[config.mk]
export PLATFORM = sky130hd
export DESIGN_NAME = dp2_bias_requant
export DESIGN_NICKNAME = d
export VERILOG_FILES = /design/src/rtl/dp2_bias_requant.sv
export SDC_FILE = /design/constraint.sdc
export NUM_CORES = 1
export LEC_CHECK = 0
export ABC_AREA = 0
export ABC_CLOCK_PERIOD_IN_PS = 6300
export BUFFER_PORTS_ARGS = -buffer_cell sky130_fd_sc_hd__buf_2
export CORE_ASPECT_RATIO = 0.7
export CORE_MARGIN = 3
export CORE_UTILIZATION = 40
export CTS_CLUSTER_DIAMETER = 40
export CTS_CLUSTER_SIZE = 12
export DETAILED_ROUTE_END_ITERATION = 10
export PLACE_DENSITY_LB_ADDON = 0.05
export SYNTH_ARGS = -nofsm -noshare
export SYNTH_HDL_FRONTEND = slang
export SYNTH_SLANG_ARGS = --single-unit
[constraint.sdc]
create_clock -name clk -period 6.3 [get_ports clk]
set_clock_uncertainty 0.15 [all_clocks]
set_input_delay 0.315 -clock clk [delete_from_list [all_inputs] [get_ports clk]]
set_output_delay 0.315 -clock clk [all_outputs]
set_load 0.1 [all_outputs]
[src/rtl/dp2_bias_requant.sv]
// Bias-add and int8 requantization stage fed by the depthwise-pointwise layer-2 bias ROM.
// Define DP2_RELU_EN to clamp the result to [0,127] instead of signed [-128,127].
module dp2_bias_requant #(
  parameter int ACC_W      = 24,
  parameter int NUM_CH     = 64,
  parameter int BIAS_SHIFT = 4,
  parameter int OUT_SHIFT  = 6
) (
  input  logic                    clk,
  input  logic                    rst_n,
  input  logic                    clear,
  input  logic                    acc_valid,
  output logic                    acc_ready,
  input  logic signed [ACC_W-1:0] acc_data,
  input  logic                    acc_last,
  output logic [5:0]              bias_addr,
  input  logic signed [7:0]       bias_data,
  output logic                    out_valid,
  input  logic                    out_ready,
  output logic signed [7:0]       out_data,
  output logic                    out_last,
  output logic                    align_err
);

  localparam int SW      = ACC_W + 1;
  localparam int RND_POS = (OUT_SHIFT > 0) ? OUT_SHIFT - 1 : 0;
  localparam logic [5:0]          LAST_CH = 6'(NUM_CH - 1);
  localparam logic signed [SW:0]  RND     = (OUT_SHIFT > 0) ? ((SW+1)'(1) <<< RND_POS) : '0;
  localparam logic signed [SW:0]  SAT_HI  = (SW+1)'(127);
  localparam logic signed [SW:0]  SAT_LO  = (SW+1)'(-128);

  logic [5:0]           ch_cnt;
  logic                 s1_valid;
  logic signed [SW-1:0] s1_sum;
  logic                 s1_last;

  logic                 advance;
  logic                 accept;
  logic                 at_last;
  logic signed [SW-1:0] acc_ext;
  logic signed [SW-1:0] bias_ext;
  logic signed [SW-1:0] sum_nxt;
  logic signed [SW:0]   rnd_sum;
  logic signed [SW:0]   shifted;
  logic signed [7:0]    sat;

  assign advance   = !out_valid || out_ready;
  assign acc_ready = rst_n && advance;
  assign accept    = acc_valid && acc_ready && !clear;
  assign at_last   = (ch_cnt == LAST_CH);
  assign bias_addr = ch_cnt;

  assign acc_ext  = SW'(acc_data);
  assign bias_ext = SW'(bias_data) <<< BIAS_SHIFT;
  assign sum_nxt  = acc_ext + bias_ext;

  // Extra guard bit keeps the rounding add from wrapping at the top of the range.
  assign rnd_sum = (SW+1)'(s1_sum) + RND;
  assign shifted = rnd_sum >>> OUT_SHIFT;

  always_comb begin
    sat = shifted[7:0];
`ifdef DP2_RELU_EN
    if (shifted[SW])
      sat = 8'sh00;
    else if (shifted > SAT_HI)
      sat = 8'sh7f;
`else
    if (shifted > SAT_HI)
      sat = 8'sh7f;
    else if (shifted < SAT_LO)
      sat = 8'sh80;
`endif
  end

  always_ff @(posedge clk) begin
    if (!rst_n) begin
      ch_cnt    <= '0;
      s1_valid  <= 1'b0;
      s1_sum    <= '0;
      s1_last   <= 1'b0;
      out_valid <= 1'b0;
      out_data  <= '0;
      out_last  <= 1'b0;
      align_err <= 1'b0;
    end else if (clear) begin
      ch_cnt    <= '0;
      s1_valid  <= 1'b0;
      out_valid <= 1'b0;
    end else begin
      // Mismatch is only flagged; the counter keeps its own sequence.
      if (accept && (acc_last != at_last))
        align_err <= 1'b1;
      if (advance) begin
        s1_valid  <= accept;
        out_valid <= s1_valid;
        if (accept) begin
          s1_sum  <= sum_nxt;
          s1_last <= at_last;
          ch_cnt  <= at_last ? 6'd0 : ch_cnt + 6'd1;
        end
        if (s1_valid) begin
          out_data <= sat;
          out_last <= s1_last;
        end
      end
    end
  end

endmodule

==> flow_metrics.tcl, run 1 <==
set metrics [dict create \
    status "finished, final reports clean" \
    htreeDepth 2 \
    critPathBufInv 0 \
    p_sw_mw 0.2009 \
    wl_per_cell_um 12.89 \
    ctsHoldBuffers 0 \
    power_frac_clock 0.273 \
    io_pins 56 \
    critical_path_class "flip-flop to flip-flop" \
    start_kind "flip-flop" \
    holdCritPathClass "input port to flip-flop" \
    ys_seq_elements 39 \
    synth_cell_types 50 \
    gp_congestion 0.8290 \
    dp_hpwl_um 4884 \
    final_cell_mix "buf_2 (51), dfxtp_1 (39), nand2_1 (29)" \
    synthFlopType "dfxtp_1" \
    finalSetupViolCount 0 \
    grt-ovfl-total 0 \
    antenna_found_initial 0 \
    drt_iter0_markers 69 \
    power.total_mw 0.6025 \
    insertion_delay_ns 0.29 \
    yosysWarningCount 0 \
    syn_area_um2 2823 \
    num_rows 24 \
    p_leak_nw 1.333 \
    post-place-ws_ns 3.181 \
    first_global_vias 2417 \
    grt_usage 0.1602 \
    critPathMaxStageDelay_ns 0.58 \
    numCtsBuffers 5 \
    die_area_um2 8117 \
    worst_pin_slew_ns 0.8370 \
    timing.final.max_slew_violations 0 \
    switching_share 0.3335 \
    diodes 0 \
    start_util 0.4332 \
    syn_to_final_growth_pct 14.89 \
    firstDrtPassIters 4 \
    async_reset_ff_frac 0 \
    instances_no_fill 491 \
    critical_path_arrival_ns 2.92 \
    synthCells 351 \
    dpl.cell_count 483 \
    p_per_area_nw_per_um2 185.8 \
    routed-via-count 2626 \
    fill_cells 674 \
    final_cell_area_um2 3243 \
    routed_wirelength_um 6329 \
    max_freq_mhz 342.1 \
    p_seq_frac 0.456 \
    core_um2 6516 \
    cp.required_ns 6.30 \
    grt_max_degree 39 \
    ctsResizeCount 0 \
    crit_path_max_fanout 7 \
    synth_nets 412 \
    postPlaceCellArea_um2 3162 \
    crit_family "compound AO/OA/AOI/OAI gates" \
    slew_headroom 0.4276 \
    end_kind "flip-flop" \
    fin_setup_tns_ns 0 \
    rsz0062_at_grt "false" \
    cts_root_buffer "clkbuf_8" \
    fin_crit_sh 0.4639 \
    setup_slack_ns 3.377 \
    drtAntennaViolNets 0 \
    drc 0 \
    cts.path.max_buffers 2 \
    postCtsSetupRepairBufs 0 \
    critPathMostFrequentCell "o22ai_1" \
    ir_drop_uv 73.92 \
    drive_above_1_share 0.1750 \
    clk_pin_slew_ns 0.07 \
    num-nets-final 460 \
    power_frac_comb 0.271 \
    clkSinkCount 39 \
    io_buffers 51 \
    cts_tree "yes" \
    crit_slowest_cell "o41ai_4" \
    drv_cap 0 \
    vias_per_cell 5.348 \
    p_int_mw 0.4016 \
    path_cells "ha_1 > nand4_1 > nor4_1 > xnor2_1 > and3_1 > o22ai_1 > o41ai_4 > o22ai_1" \
    fp.dieH_um 76.29 \
    seq_area_frac_synth 0.2766 \
    mostFrequentLayoutCell "buf_2" \
    hold_viol 0 \
    syn_avg_cell_area_um2 8.042 \
    fin_crit_ns 2.923 \
    grt_pass1_wl_um 10980 \
    die_x_um 106.4 \
    synth_edf_count 0 \
]
-- worst min-delay path, delay by kind of cell --
| family | cells | cell delay (ns) |
|---|---|---|
| and+or+nand+nor | 2 | 0.14 |
| buffers and inverters | 1 | 0.07 |
| AOI/OAI and AO/OA | 1 | 0.05 |
-- metrics by stage --
step / util / hold slack, ns
final: 0.4977 / 0.1835
after global routing: 0.4977 / 0.1974
after CTS: 0.4977 / 0.1735
after detailed placement: 0.4852 / 0.3090
after global placement: 0.4852 / 0.3070
after floorplan: - / 0.2949
-- synth_stat cells (8+ instances only) --
library cell	n	area [um^2]
a21oi_1	14	70.07
clkbuf_1	11	41.29
dfxtp_1	39	780.8
ha_1	22	275.3
inv_1	10	37.54
nand2_1	29	108.9
nand2b_1	12	75.07
nand3_1	21	105.1
nand4_1	8	50.05
nor2_1	21	78.83
nor3_1	11	55.05
o21ai_0	25	125.1
o22ai_1	8	50.05
xnor2_1	17	148.9
xor2_1	15	131.4
-- sequential cells by signal, summed over array words and instances, names as in the netlist --
register	flops
out_valid	1
align_err	1
s1_last	1
bias_addr	6
s1_sum	20
out_data	8
s1_valid	1
out_last	1
-- per-layer routing --
layer	global-route usage	up-vias	part of all wire	wire length, um
li1	-	1388	-	-
met1	0.2356	1192	0.54	3420
met2	0.2339	37	0.41	2565
met3	0.04064	9	0.040	253
met4	0.03493	0	0.014	89
met5	0	-	0	0
-- power groups by stage --
stage | Clock, mW | Combinational, mW | Sequential [mW]
finish | 0.165 | 0.163 | 0.275
global route | 0.181 | 0.182 | 0.278
CTS | 0.171 | 0.164 | 0.275
detailed placement | 0 | 0.163 | 0.280
global placement | 0 | 0.162 | 0.280
floorplan | 0 | 0.110 | 0.294
-- area by class of cell --
| type | instances | area (um^2) | share of cell area |
|---|---|---|---|
| flip-flops and latches | 39 | 780.7 | 0.2407 |
| multi-input cells | 290 | 1959 | 0.6042 |
| inverters | 10 | 37.54 | 0.01157 |
| well taps | 91 | 113.9 | 0.03511 |
| clock buffers | 7 | 76.32 | 0.02353 |
| clock inverters | 1 | 5.005 | 0.001543 |
| repair buffers | 53 | 270.3 | 0.08333 |
-- worst paths after layout --
| kind | start | to | slack (ns) | cells past startpoint |
|---|---|---|---|---|
| max | s1_sum[6] | out_data[6] | 3.38 | 8 |
| min | out_ready | s1_valid | 0.18 | 4 |
| max reg2reg | s1_sum[6] | out_data[6] | 3.38 | 8 |
| min reg2reg | s1_valid | s1_valid | 0.32 | 2 |
-- cell families (layout without fill, tap and decap cells) --
logic type	Yosys count	in the layout	share of synthesized area
flops	39	39	0.2766
simple gates	143	143	0.2708
buf+inv	22	71	0.02926
fa+ha+maj	23	23	0.1046
xor+xnor	32	32	0.09929
mux	2	2	0.007092
compound gates	90	90	0.2123
No activity file was read; power rests on OpenSTA's default activity.
==> run 2, diff against run 1 <==
--- a/config.mk
+++ b/config.mk
@@ -6,7 +6,7 @@
 export NUM_CORES = 1
 export LEC_CHECK = 0
 export ABC_AREA = 0
-export ABC_CLOCK_PERIOD_IN_PS = 6300
+export ABC_CLOCK_PERIOD_IN_PS = 2400
 export BUFFER_PORTS_ARGS = -buffer_cell sky130_fd_sc_hd__buf_2
 export CORE_ASPECT_RATIO = 0.7
 export CORE_MARGIN = 3
==> constraint.sdc (replaced) <==
create_clock -name clk -period 2.4 [get_ports clk]
set_clock_uncertainty 0.15 [all_clocks]
set_input_delay 0.12 -clock clk [delete_from_list [all_inputs] [get_ports clk]]
set_output_delay 0.12 -clock clk [all_outputs]
set_load 0.1 [all_outputs]
==> run 2 against run 1 <==
  * Critical path depth increased by 2
  * Combinational power increased to 3.5 times the previous value
  * Critical endpoint is now out_data[2]
  * Worst setup slack got worse by 3.3 ns
  * Global-route usage increased by 1.9 points
  * Largest power group unchanged
  * Utilization increased by 9.0 points
  * Clock-buffer cell count unchanged
  * Sequential share of layout area decreased by 3.4 points
  * Fmax increased by 27%
  * Die area unchanged
==> flow_metrics.tcl, run 2 (synthesis results as in run 1) <==
set metrics [dict create \
    status "finished, final reports clean" \
    holdCritPathClass "input port to flip-flop" \
    final_cell_mix "buf_4 (65), buf_2 (51), dfxtp_1 (31)" \
    p_leak_nw 1.699 \
    holdWs_ns 0.03164 \
    regMostFlops "s1_sum" \
    die_area_um2 8117 \
    fp.dieH_um 76.29 \
    numCtsBuffers 5 \
    die_x_um 106.4 \
    grt_max_degree 34 \
    firstDrtPassIters 4 \
    gp_congestion 0.8299 \
    syn_to_final_growth_pct 35.73 \
    first_global_vias 2578 \
    crit_path_max_fanout 7 \
    cts_tree "yes" \
    start_util 0.4332 \
    r2r_cells 10 \
    grt_usage 0.1792 \
    post-place-ws_ns -0.3076 \
    crit_slowest_cell "dfxtp_2" \
    drt_iter0_markers 112 \
    htreeDepth 2 \
    timing.final.max_slew_violations 0 \
    grt_pass1_wl_um 11970 \
    num-nets-final 525 \
    hold_viol 0 \
    diodes 0 \
    drtAntennaViolNets 0 \
    grt-ovfl-total 0 \
    clkSinkCount 39 \
    io_buffers 51 \
    mostFrequentLayoutCell "buf_4" \
    drive_above_1_share 0.3269 \
    slew_headroom 0.6617 \
    postCtsSetupRepairBufs 0 \
    critPathMostFrequentCell "buf_4" \
    num_rows 24 \
    final_cell_area_um2 3831 \
    end_kind "flip-flop" \
    critical_path_arrival_ns 2.33 \
    path_cells "ha_1 > nand4_1 > nor4_1 > buf_4 > xnor2_1 > and3_1 > o22ai_2 > o41ai_4 > buf_4 > o22ai_1" \
    setup_slack_ns 0.1037 \
    core_um2 6516 \
    p_per_area_nw_per_um2 447.5 \
    clk_pin_slew_ns 0.08 \
    io_pins 56 \
    fin_setup_tns_ns 0 \
    worst_pin_slew_ns 0.5036 \
    dp_hpwl_um 5830 \
    drv_cap 0 \
    max_freq_mhz 435.5 \
    fill_cells 598 \
    routed_wirelength_um 7368 \
    holdPathStages 4 \
    cts_root_buffer "clkbuf_8" \
    wl_per_cell_um 13.25 \
    antenna_found_initial 0 \
    critPathMaxStageDelay_ns 0.38 \
    largest_reg_flops 20 \
    multiInputGateArea_um2 2034 \
    drc 0 \
    postPlaceCellArea_um2 3656 \
    seqCellArea_um2 790.8 \
    routed-via-count 2898 \
    vias_per_cell 5.212 \
    critical_path_class "flip-flop to flip-flop" \
    ir_drop_uv 194.8 \
    fin_crit_ns 2.296 \
    start_kind "flip-flop" \
    finalSetupViolCount 0 \
    insertion_delay_ns 0.29 \
    cp.required_ns 2.44 \
    cts.path.max_buffers 2 \
    fin_crit_sh 0.9568 \
]
run 2: per-layer routing:
metal / global-route usage / wire (um)
met3: 0.03387 / 436
met2: 0.2731 / 3178
met4: 0.02717 / 30
met5: 0 / 0
met1: 0.2658 / 3722
run 2: final cells by class:
type,count,share of cell area
multi-input cells,290,0.5310
flip-flops and latches,39,0.2064
repair buffers,118,0.2018
well taps,91,0.02972
clock buffers,7,0.01992
inverters,10,0.009798
clock inverters,1,0.001306
run 2: worst paths after layout:
check | startpoint | end | slack (ns)
max | s1_sum[5] | out_data[2] | 0.10
min reg2reg | s1_valid | s1_valid | 0.32
min | acc_last | align_err | 0.03
max reg2reg | s1_sum[5] | out_data[2] | 0.10
run 2: worst max-delay path, delay by kind of cell (launching register included):
kind	cells	cell delay (ns)
buffers and inverters	2	0.38
xor gates and xnor gates	1	0.12
and+or+nand+nor	3	0.53
adders and majority gates	1	0.22
AOI/OAI and AO/OA	3	0.41
DFF	1	0.38
run 2: what timing repair did:
item,4_1_cts,5_1_grt
endpoints found under the setup margin,1,9
gates resized for setup,1,21
hold endpoints to repair,2,0
pin swaps,0,2
hold buffers,1,0
run 2: report_power, final:
| part | leakage, nW | switching (mW) | internal (mW) | total (mW) |
|---|---|---|---|---|
| logic | 1.34 | 0.305 | 0.262 | 0.567 |
| registers | 0.321 | 0.0294 | 0.680 | 0.709 |
| clock network | 0.0422 | 0.234 | 0.204 | 0.438 |
| total | 1.70 | 0.568 | 1.15 | 1.71 |
run 2: metrics by stage:
stage,power (mW),instances,util
5_1_grt,1.816,556,0.5879
3_3_place_gp,1.269,547,0.5611
6_report,1.714,556,0.5879
3_5_place_dp,1.275,547,0.5611
4_1_cts,1.710,556,0.5753
2_1_floorplan,1.060,351,-
==> run 3, diff against run 2 <==
--- a/config.mk
+++ b/config.mk
@@ -14,6 +14,7 @@
 export CTS_CLUSTER_DIAMETER = 40
 export CTS_CLUSTER_SIZE = 12
 export DETAILED_ROUTE_END_ITERATION = 10
+export GPL_TIMING_DRIVEN = 0
 export PLACE_DENSITY_LB_ADDON = 0.05
 export SYNTH_ARGS = -nofsm -noshare
 export SYNTH_HDL_FRONTEND = slang
==> run 3 against run 2 <==
  * Wire length about the same
  * Final cell count down 7.4%
  * Combinational power fell by 15%
  * Utilization shrank 3.4 points
  * Non-clock buffer count decreased by 41
  * Fmax is 2.3% lower
  * Via count decreased by 3.9%
  * Register-to-register slack got worse by 0.05 ns
  * Worst setup slack worse by 0.054 ns
  * Worst hold slack improved by 0.014 ns
  * Largest power group unchanged
==> flow_metrics.tcl, run 3 (synthesis results as in run 1) <==
set metrics [dict create \
    final_cell_mix "buf_2 (51), nand2_1 (28), dfxtp_1 (25)" \
    fin_crit_sh 0.9792 \
    crit_family "simple AND/OR/NAND/NOR gates" \
    fill_cells 655 \
    path_cells "ha_4 > nand4_1 > nor4_4 > xnor2_1 > and3_1 > o22ai_4 > o41ai_4 > buf_6 > o22ai_1" \
    timing.final.max_slew_violations 0 \
    dp_hpwl_um 5672 \
    crit_slowest_cell "dfxtp_4" \
    grt_pass1_wl_um 12450 \
    num_rows 24 \
    routed-via-count 2785 \
    end_kind "flip-flop" \
    critPathMaxStageDelay_ns 0.39 \
    num-nets-final 484 \
    clk_pin_slew_ns 0.08 \
    finalSetupViolCount 0 \
    drive_above_1_share 0.2736 \
    antenna_found_initial 0 \
    numCtsBuffers 5 \
    slew_headroom 0.5984 \
    drv_cap 0 \
    diodes 0 \
    crit_path_max_fanout 7 \
    instances_no_fill 515 \
    critPathBufInv 1 \
    syn_to_final_growth_pct 27.84 \
    grt_usage 0.1865 \
    critical_path_class "flip-flop to flip-flop" \
    ir_drop_uv 210.9 \
    htreeDepth 2 \
    die_x_um 106.4 \
    critical_path_arrival_ns 2.37 \
    mostFrequentLayoutCell "buf_2" \
    p_per_area_nw_per_um2 455.8 \
    vias_per_cell 5.408 \
    routed_wirelength_um 7373 \
    drt_iter0_markers 139 \
    cts.path.max_buffers 2 \
    gp_congestion 0.8162 \
    start_util 0.4332 \
    start_kind "flip-flop" \
    insertion_delay_ns 0.30 \
    largest_reg_flops 20 \
    clkSinkCount 39 \
    io_buffers 51 \
    fp.dieH_um 76.29 \
    io_pins 56 \
    status "finished, final reports clean" \
    holdCritPathClass "input port to flip-flop" \
    cts_root_buffer "clkbuf_8" \
    grt_max_degree 14 \
    power.total_mw 1.645 \
    dpl.cell_count 493 \
    drtAntennaViolNets 0 \
    p_leak_nw 1.501 \
    max_freq_mhz 425.5 \
    grt-ovfl-total 0 \
    die_area_um2 8117 \
    cts_tree "yes" \
    first_global_vias 2602 \
    wl_per_cell_um 14.32 \
    worst_pin_slew_ns 0.6024 \
    core_um2 6516 \
    rsz0062_at_grt "true" \
    hold_viol 0 \
    regMostFlops "s1_sum" \
    firstDrtPassIters 4 \
    cp.required_ns 2.42 \
    fin_crit_ns 2.350 \
    drc 0 \
]
run 3: cell count changes in the layout (fill, tap and decap cells not counted), sizes merged:
cell | previous run | this run
clkbuf | 7 | 17
buf | 117 | 66
run 3: final timing paths:
check	cells past startpoint	start	slack (ns)	to
min reg2reg	2	s1_valid	0.32	s1_valid
min	3	rst_n	0.05	out_data[2]
max reg2reg	9	s1_sum[6]	0.05	out_data[6]
max	9	s1_sum[6]	0.05	out_data[6]
run 3: per-layer routing:
layer / vias up / wire length (um) / track usage
met4: 0 / 72 / 0.04010
met2: 43 / 3133 / 0.2769
met5: - / 0 / 0
li1: 1437 / - / -
met1: 1295 / 3897 / 0.2799
met3: 10 / 271 / 0.03218
run 3: timing repair:
action | CTS | global route
hold endpoints to repair | 2 | 0
hold buffers | 1 | 0
resized for setup | 40 | 18
pin swaps | 6 | 9
buffers inserted | 12 | 2
endpoints found under the setup margin | 14 | 19
run 3: through the flow:
stage	hold WS, ns	utilization	setup WS (ns)	setup TNS [ns]	area [um^2]
floorplan	0.1622	-	0.008849	0	2824
global placement	0.2941	0.4900	-0.5163	-4.856	3193
detailed placement	0.2968	0.4900	-0.5145	-4.855	3193
CTS	0.04299	0.5386	-0.05756	-0.3293	3510
global route	0.05392	0.5538	-0.07192	-0.4349	3608
finish	0.04581	0.5538	0.04981	0	3608
run 3: area by class of cell:
cell class	instances	area, um^2	share of cell area
Timing Repair Buffer	66	380.4	0.1054
Sequential cell	39	810.8	0.2247
Clock inverter	1	5.005	0.001387
Tap cell	91	113.9	0.03155
Multi-Input combinational cell	290	2141	0.5933
Inverter	10	37.54	0.01040
Clock buffer	7	76.32	0.02115
Buffer	11	43.79	0.01214
run 3: report_power, final:
group / total, mW / switching, mW / internal [mW]
registers: 0.721 / 0.0431 / 0.678
logic: 0.483 / 0.288 / 0.195
clock network: 0.441 / 0.237 / 0.204
total: 1.64 / 0.568 / 1.08
run 3: worst reg2reg max path, delay by kind of cell (launching register included):
kind,cells,cell delay [ns]
XOR/XNOR,1,0.16
AO/OA/AOI/OAI,3,0.42
AND/OR/NAND/NOR,3,0.77
adder cells (fa/ha/maj),1,0.17
flip-flops,1,0.39
buffers and inverters,1,0.17
